$ cat src/rtl/debounce_pkg.sv
// Shared timing constants and helpers for the push-button debouncers.
// Defaults assume the 50 MHz lab board clock.
package debounce_pkg;

  localparam int CLK_HZ      = 50_000_000;
  localparam int DEBOUNCE_MS = 20;
  localparam int LONG_MS     = 1000;

  function automatic int ms_to_cycles(
    input int clk_hz,
    input int ms
  );
    return (clk_hz / 1000) * ms;
  endfunction

  function automatic int max_int(
    input int a,
    input int b
  );
    return (a > b) ? a : b;
  endfunction

endpackage

$ cat src/rtl/debounce_channel.sv
// One debounced button: 2-flop synchroniser, stability counter,
// hold counter and registered press/release/long-press pulses.
module debounce_channel
  import debounce_pkg::*;
#(
  parameter int CNT_WIDTH     = 24,
  parameter int HOLD_WIDTH    = 26,
  parameter int STABLE_CYCLES = 1_000_000,
  parameter int LONG_CYCLES   = 50_000_000,
  parameter int ACTIVE_LOW    = 0
) (
  input  logic clk,
  input  logic rst,
  input  logic button,
  output logic button_state,
  output logic press_pulse,
  output logic release_pulse,
  output logic long_press
);

  localparam logic IDLE = (ACTIVE_LOW != 0);

  localparam logic [CNT_WIDTH-1:0] STABLE_LAST =
    CNT_WIDTH'(STABLE_CYCLES - 1);
  localparam logic [HOLD_WIDTH-1:0] LONG_LAST =
    HOLD_WIDTH'(LONG_CYCLES - 1);
  localparam logic [HOLD_WIDTH-1:0] LONG_MAX =
    HOLD_WIDTH'(LONG_CYCLES);

  logic                  sync1_q, sync1_d;
  logic                  sync2_q, sync2_d;
  logic                  state_q, state_d;
  logic [CNT_WIDTH-1:0]  cnt_q, cnt_d;
  logic [HOLD_WIDTH-1:0] hold_q, hold_d;
  logic                  press_q, press_d;
  logic                  rel_q, rel_d;
  logic                  long_q, long_d;
  logic                  s;

  always_comb begin
    sync1_d = button;
    sync2_d = sync1_q;
    s       = sync2_q ^ IDLE;
    state_d = state_q;
    cnt_d   = '0;
    press_d = 1'b0;
    rel_d   = 1'b0;
    long_d  = 1'b0;
    hold_d  = hold_q;

    if (s != state_q) begin
      if (cnt_q == STABLE_LAST) begin
        state_d = ~state_q;
        press_d = ~state_q;
        rel_d   = state_q;
      end else begin
        cnt_d = cnt_q + CNT_WIDTH'(1);
      end
    end

    // Saturating hold count; the LONG-1 -> LONG step fires once.
    if (!state_q) begin
      hold_d = '0;
    end else if (hold_q != LONG_MAX) begin
      hold_d = hold_q + HOLD_WIDTH'(1);
    end
    long_d = state_q && (hold_q == LONG_LAST);
  end

  always_ff @(posedge clk or posedge rst) begin
    if (rst) begin
      sync1_q <= IDLE;
      sync2_q <= IDLE;
      state_q <= 1'b0;
      cnt_q   <= '0;
      hold_q  <= '0;
      press_q <= 1'b0;
      rel_q   <= 1'b0;
      long_q  <= 1'b0;
    end else begin
      sync1_q <= sync1_d;
      sync2_q <= sync2_d;
      state_q <= state_d;
      cnt_q   <= cnt_d;
      hold_q  <= hold_d;
      press_q <= press_d;
      rel_q   <= rel_d;
      long_q  <= long_d;
    end
  end

  assign button_state  = state_q;
  assign press_pulse   = press_q;
  assign release_pulse = rel_q;
  assign long_press    = long_q;

endmodule

$ cat src/rtl/debouncer_multi.sv
// Multi-channel push-button debouncer: CHANNELS independent
// debounce_channel instances sharing one clock and reset.
module debouncer_multi
  import debounce_pkg::*;
#(
  parameter int CHANNELS      = 4,
  parameter int CNT_WIDTH     = 24,
  parameter int STABLE_CYCLES = ms_to_cycles(CLK_HZ, DEBOUNCE_MS),
  parameter int LONG_CYCLES   = ms_to_cycles(CLK_HZ, LONG_MS),
  parameter int ACTIVE_LOW    = 0
) (
  input  logic                clk,
  input  logic                rst,
  input  logic [CHANNELS-1:0] button,
  output logic [CHANNELS-1:0] button_state,
  output logic [CHANNELS-1:0] press_pulse,
  output logic [CHANNELS-1:0] release_pulse,
  output logic [CHANNELS-1:0] long_press
);

  // Hold counter grows past CNT_WIDTH only if the 1 s default needs it.
  localparam int HOLD_WIDTH =
    max_int(CNT_WIDTH, $clog2(LONG_CYCLES + 1));

  if (CHANNELS < 1) begin : g_chk_ch
    $error("CHANNELS must be >= 1");
  end
  if (STABLE_CYCLES < 1) begin : g_chk_st
    $error("STABLE_CYCLES must be >= 1");
  end
  if (longint'(STABLE_CYCLES) >
      (longint'(1) << CNT_WIDTH)) begin : g_chk_w
    $error("STABLE_CYCLES does not fit CNT_WIDTH");
  end
  if (LONG_CYCLES <= STABLE_CYCLES) begin : g_chk_lg
    $error("LONG_CYCLES must exceed STABLE_CYCLES");
  end
  if (ACTIVE_LOW != 0 && ACTIVE_LOW != 1) begin : g_chk_al
    $error("ACTIVE_LOW must be 0 or 1");
  end

  for (genvar i = 0; i < CHANNELS; i++) begin : g_ch
    debounce_channel #(
      .CNT_WIDTH     (CNT_WIDTH),
      .HOLD_WIDTH    (HOLD_WIDTH),
      .STABLE_CYCLES (STABLE_CYCLES),
      .LONG_CYCLES   (LONG_CYCLES),
      .ACTIVE_LOW    (ACTIVE_LOW)
    ) u_ch (
      .clk           (clk),
      .rst           (rst),
      .button        (button[i]),
      .button_state  (button_state[i]),
      .press_pulse   (press_pulse[i]),
      .release_pulse (release_pulse[i]),
      .long_press    (long_press[i])
    );
  end

endmodule

$ cat config.mk
export PLATFORM = sky130hd
export DESIGN_NAME = debouncer_multi
export DESIGN_NICKNAME = d
export VERILOG_FILES = /design/src/rtl/debounce_pkg.sv /design/src/rtl/debounce_channel.sv /design/src/rtl/debouncer_multi.sv
export SDC_FILE = /design/constraint.sdc
export NUM_CORES = 1
export LEC_CHECK = 0
export CAP_MARGIN = 30
export CORE_UTILIZATION = 30
export DETAILED_ROUTE_END_ITERATION = 12
export DONT_BUFFER_PORTS = 1
export SYNTH_ARGS = -nofsm -noshare
export SYNTH_HDL_FRONTEND = slang
export SYNTH_SLANG_ARGS = --single-unit
$ cat constraint.sdc
create_clock -name clk -period 8.5 [get_ports clk]
set_input_delay 1.7 -clock clk [delete_from_list [all_inputs] [get_ports clk]]
set_output_delay 1.7 -clock clk [all_outputs]
set_load 0.005 [all_outputs]
==> impl_metrics.toml <==
[logic_synthesis]
synth_nets = 1216
ys_seq_area_share_pct = 48.57
synth_seq_cells = 224
synthArstFlopShare_pct = 100.0
synth_area_leader_cell = "dfrtp_1"
synthCells = 1198
synth_top_cell_area_share_pct = 48.57
synth_edf_count = 0
synth_warnings = 0
synth.area.top_cells = "dfrtp_1 49%, xor2_1 5.1%, or4_1 3.8%"
synth_cell_type_count = 52
avgSynthCellArea_um2 = 9.634
yosys-top-cells-count = "224 x dfrtp_1, 106 x nor2_1, 85 x a21oi_1"
synth.most_common_cell = "dfrtp_1"
synth_area_um2 = 11540
synth-main-ff-cell = "dfrtp_1"

[floorplanning]
start_util_pct = 30.57
fp.dieW_um = 198.1
core_um2 = 37760
rows = 71
ios = 22
fp.dieH_um = 198.1
die-area_um2 = 39260

[route]
drc_errors = 0
avgViaCountPerCell = 5.236
drt_pass1_iterations = 5
post_drt_wl_per_cell_um = 13.97
vias = 8854
detail-route-antenna-nets = 0
routed_wl_mm = 23.63
drt_iter0_markers = 605

[worst_setup_path]
required_ns = 6.80
reg2reg_to = "g_ch[1].u_ch.hold_q[18]$_DFFE_PP0P_"
cp-start-kind = "flip-flop"
reg2reg_slack_ns = 6.29
cp-end-kind = "output pin"
timing.rr.start = "g_ch[1].u_ch.hold_q[0]$_DFFE_PP0P_"
cp_max_fo = 14
path_class = "reg2out"
cp.arrival_ns = 1.18
r2r_cells = 5
critPathLaunch = "g_ch[2].u_ch.button_state$_DFFE_PP0P_"

[power]
p_per_area_nw_per_um2 = 179.5
irDropWorstVdd_uv = 123.2
total_leakage_power_nw = 4.725
finalPower_mw = 2.302

[clocking]
cts.hold.buffers_added = 0
cts.sinks = 224
post_cts_resized = 0
cts_tree = "yes"
cts_buffers = 26
clk_latency_ns = 0.53
clock_path_buffers = 3
htree_num_levels = 1
cts_root_buffer = "clkbuf_16"
clk_pin_slew_worst_paths_ns = 0.06
post-cts-setup-buffers = 0

[timing]
hold_violations = 0
slew_viol_final = 0
rsz0062_at_grt = "false"
tightest_slew_ns = 0.8619
setup_viol = 0
max_slew_margin_pct = 42.54
min_period_over_period_pct = 33.91
fin_setup_tns_ns = 0
finalClockSkew_ns = 0.01386
fin_crit_ns = 2.883
max_freq_ghz = 0.3469

[job]
drv_cap = 0

[hold_path]
hold_end = "g_ch[2].u_ch.s$_DFF_PP0_"
min_path_cells = 0
hold_start = "g_ch[2].u_ch.sync1_q$_DFF_PP0_"
worstHoldPathType = "reg2reg"

[global_route]
grt_usage_pct = 12.26
grt_overflow_total = 0
antenna_found_initial = 1
grt_max_degree = 94
grt_pass1_vias = 8514
grt_pass1_wl_mm = 41.12

[final_layout]
regArea_um2 = 5605
drive_above_1_share_pct = 6.192
multiInputGateArea_um2 = 5492
nFillCells = 3786
syn2layout_area_growth_pct = 11.10
layout.nets = 1178

[place]
gp_congestion = 0.7884
hpwl_mm = 15.24
port_buffers = 0

[outcome]
status = "finished, final reports clean"
## placed cells by master (no fill, tap or decap), types with 26 or more instances in the layout
| master | instances |
|---|---|
| o21ai_0 | 28 |
| or4_1 | 59 |
| nand3_1 | 73 |
| clkbuf_16 | 27 |
| inv_1 | 27 |
| nor2_1 | 106 |
| nor4_1 | 30 |
| a21oi_1 | 85 |
| o31ai_1 | 55 |
| xnor2_1 | 26 |
| nand2_1 | 76 |
| xor2_1 | 67 |
| dfrtp_1 | 224 |
| nand4_1 | 67 |
## through the flow
stage	instance area (µm²)	utilization (%)	setup WS [ns]	hold WS, ns	std cells
final	12820	33.96	5.617	0.3462	1691
after global routing	12820	33.96	5.542	0.3579	1691
after CTS	12820	33.96	5.574	0.3473	1690
after detailed placement	11890	31.49	5.363	0.3347	1643
after global placement	11890	31.49	5.365	0.3339	1643
after floorplan	11540	-	0.6655	0.3312	1198
## power breakdown
group	total, mW	internal (mW)	switching [mW]
registers	1.08	1.07	0.00620
clock network	1.18	0.744	0.435
logic	0.0437	0.00829	0.0355
## per-layer routing
layer / vias to the layer above / GRT usage [%] / share of wire (%)
met5: - / 0 / 0
met3: 37 / 1.788 / 3.3
li1: 4349 / - / -
met2: 113 / 19.84 / 47
met1: 4355 / 16.70 / 48
met4: 0 / 4.134 / 2.1
## sequential cells by signal, indices dropped and copies added (netlist names)
name / flops
g_ch.u_ch.cnt_q: 96
g_ch.u_ch.hold_q: 104
g_ch.u_ch.long_press: 4
g_ch.u_ch.press_pulse: 4
g_ch.u_ch.button_state: 4
g_ch.u_ch.release_pulse: 4
g_ch.u_ch.sync1_q: 4
g_ch.u_ch.s: 4
## area by class of cell
cell class / count / share of cell area [%]
Timing Repair Buffer: 5 / 0.2927
Sequential cell: 224 / 43.72
Tap cell: 511 / 4.986
Clock buffer: 38 / 6.294
Inverter: 29 / 0.9075
Clock inverter: 9 / 0.9563
Antenna cell: 1 / 0.01952
Multi-Input combinational cell: 874 / 42.83
## worst max-delay path by stage
| stage | to | slack [ns] | cells past startpoint |
|---|---|---|---|
| 3_5_place_dp | g_ch[0].u_ch.cnt_q[11]$_DFF_PP0_ | 5.36 | 2 |
| 4_1_cts | button_state[2] | 5.57 | 0 |
| 2_1_floorplan | g_ch[0].u_ch.button_state$_DFFE_PP0P_ | 0.67 | 1 |
| 5_1_grt | button_state[2] | 5.54 | 0 |
| 3_3_place_gp | g_ch[0].u_ch.cnt_q[10]$_DFF_PP0_ | 5.36 | 2 |
| 6_report | button_state[2] | 5.62 | 0 |
## cells by family after synthesis
family	Yosys count	synth area share, %
and+or+nand+nor	569	28.05
DFF	224	48.57
AOI/OAI and AO/OA	187	9.866
buffers and inverters	100	3.990
xor gates and xnor gates	93	7.058
muxes	13	1.171
adders and majority gates	12	1.301
Power figures use the tool's default switching activity.
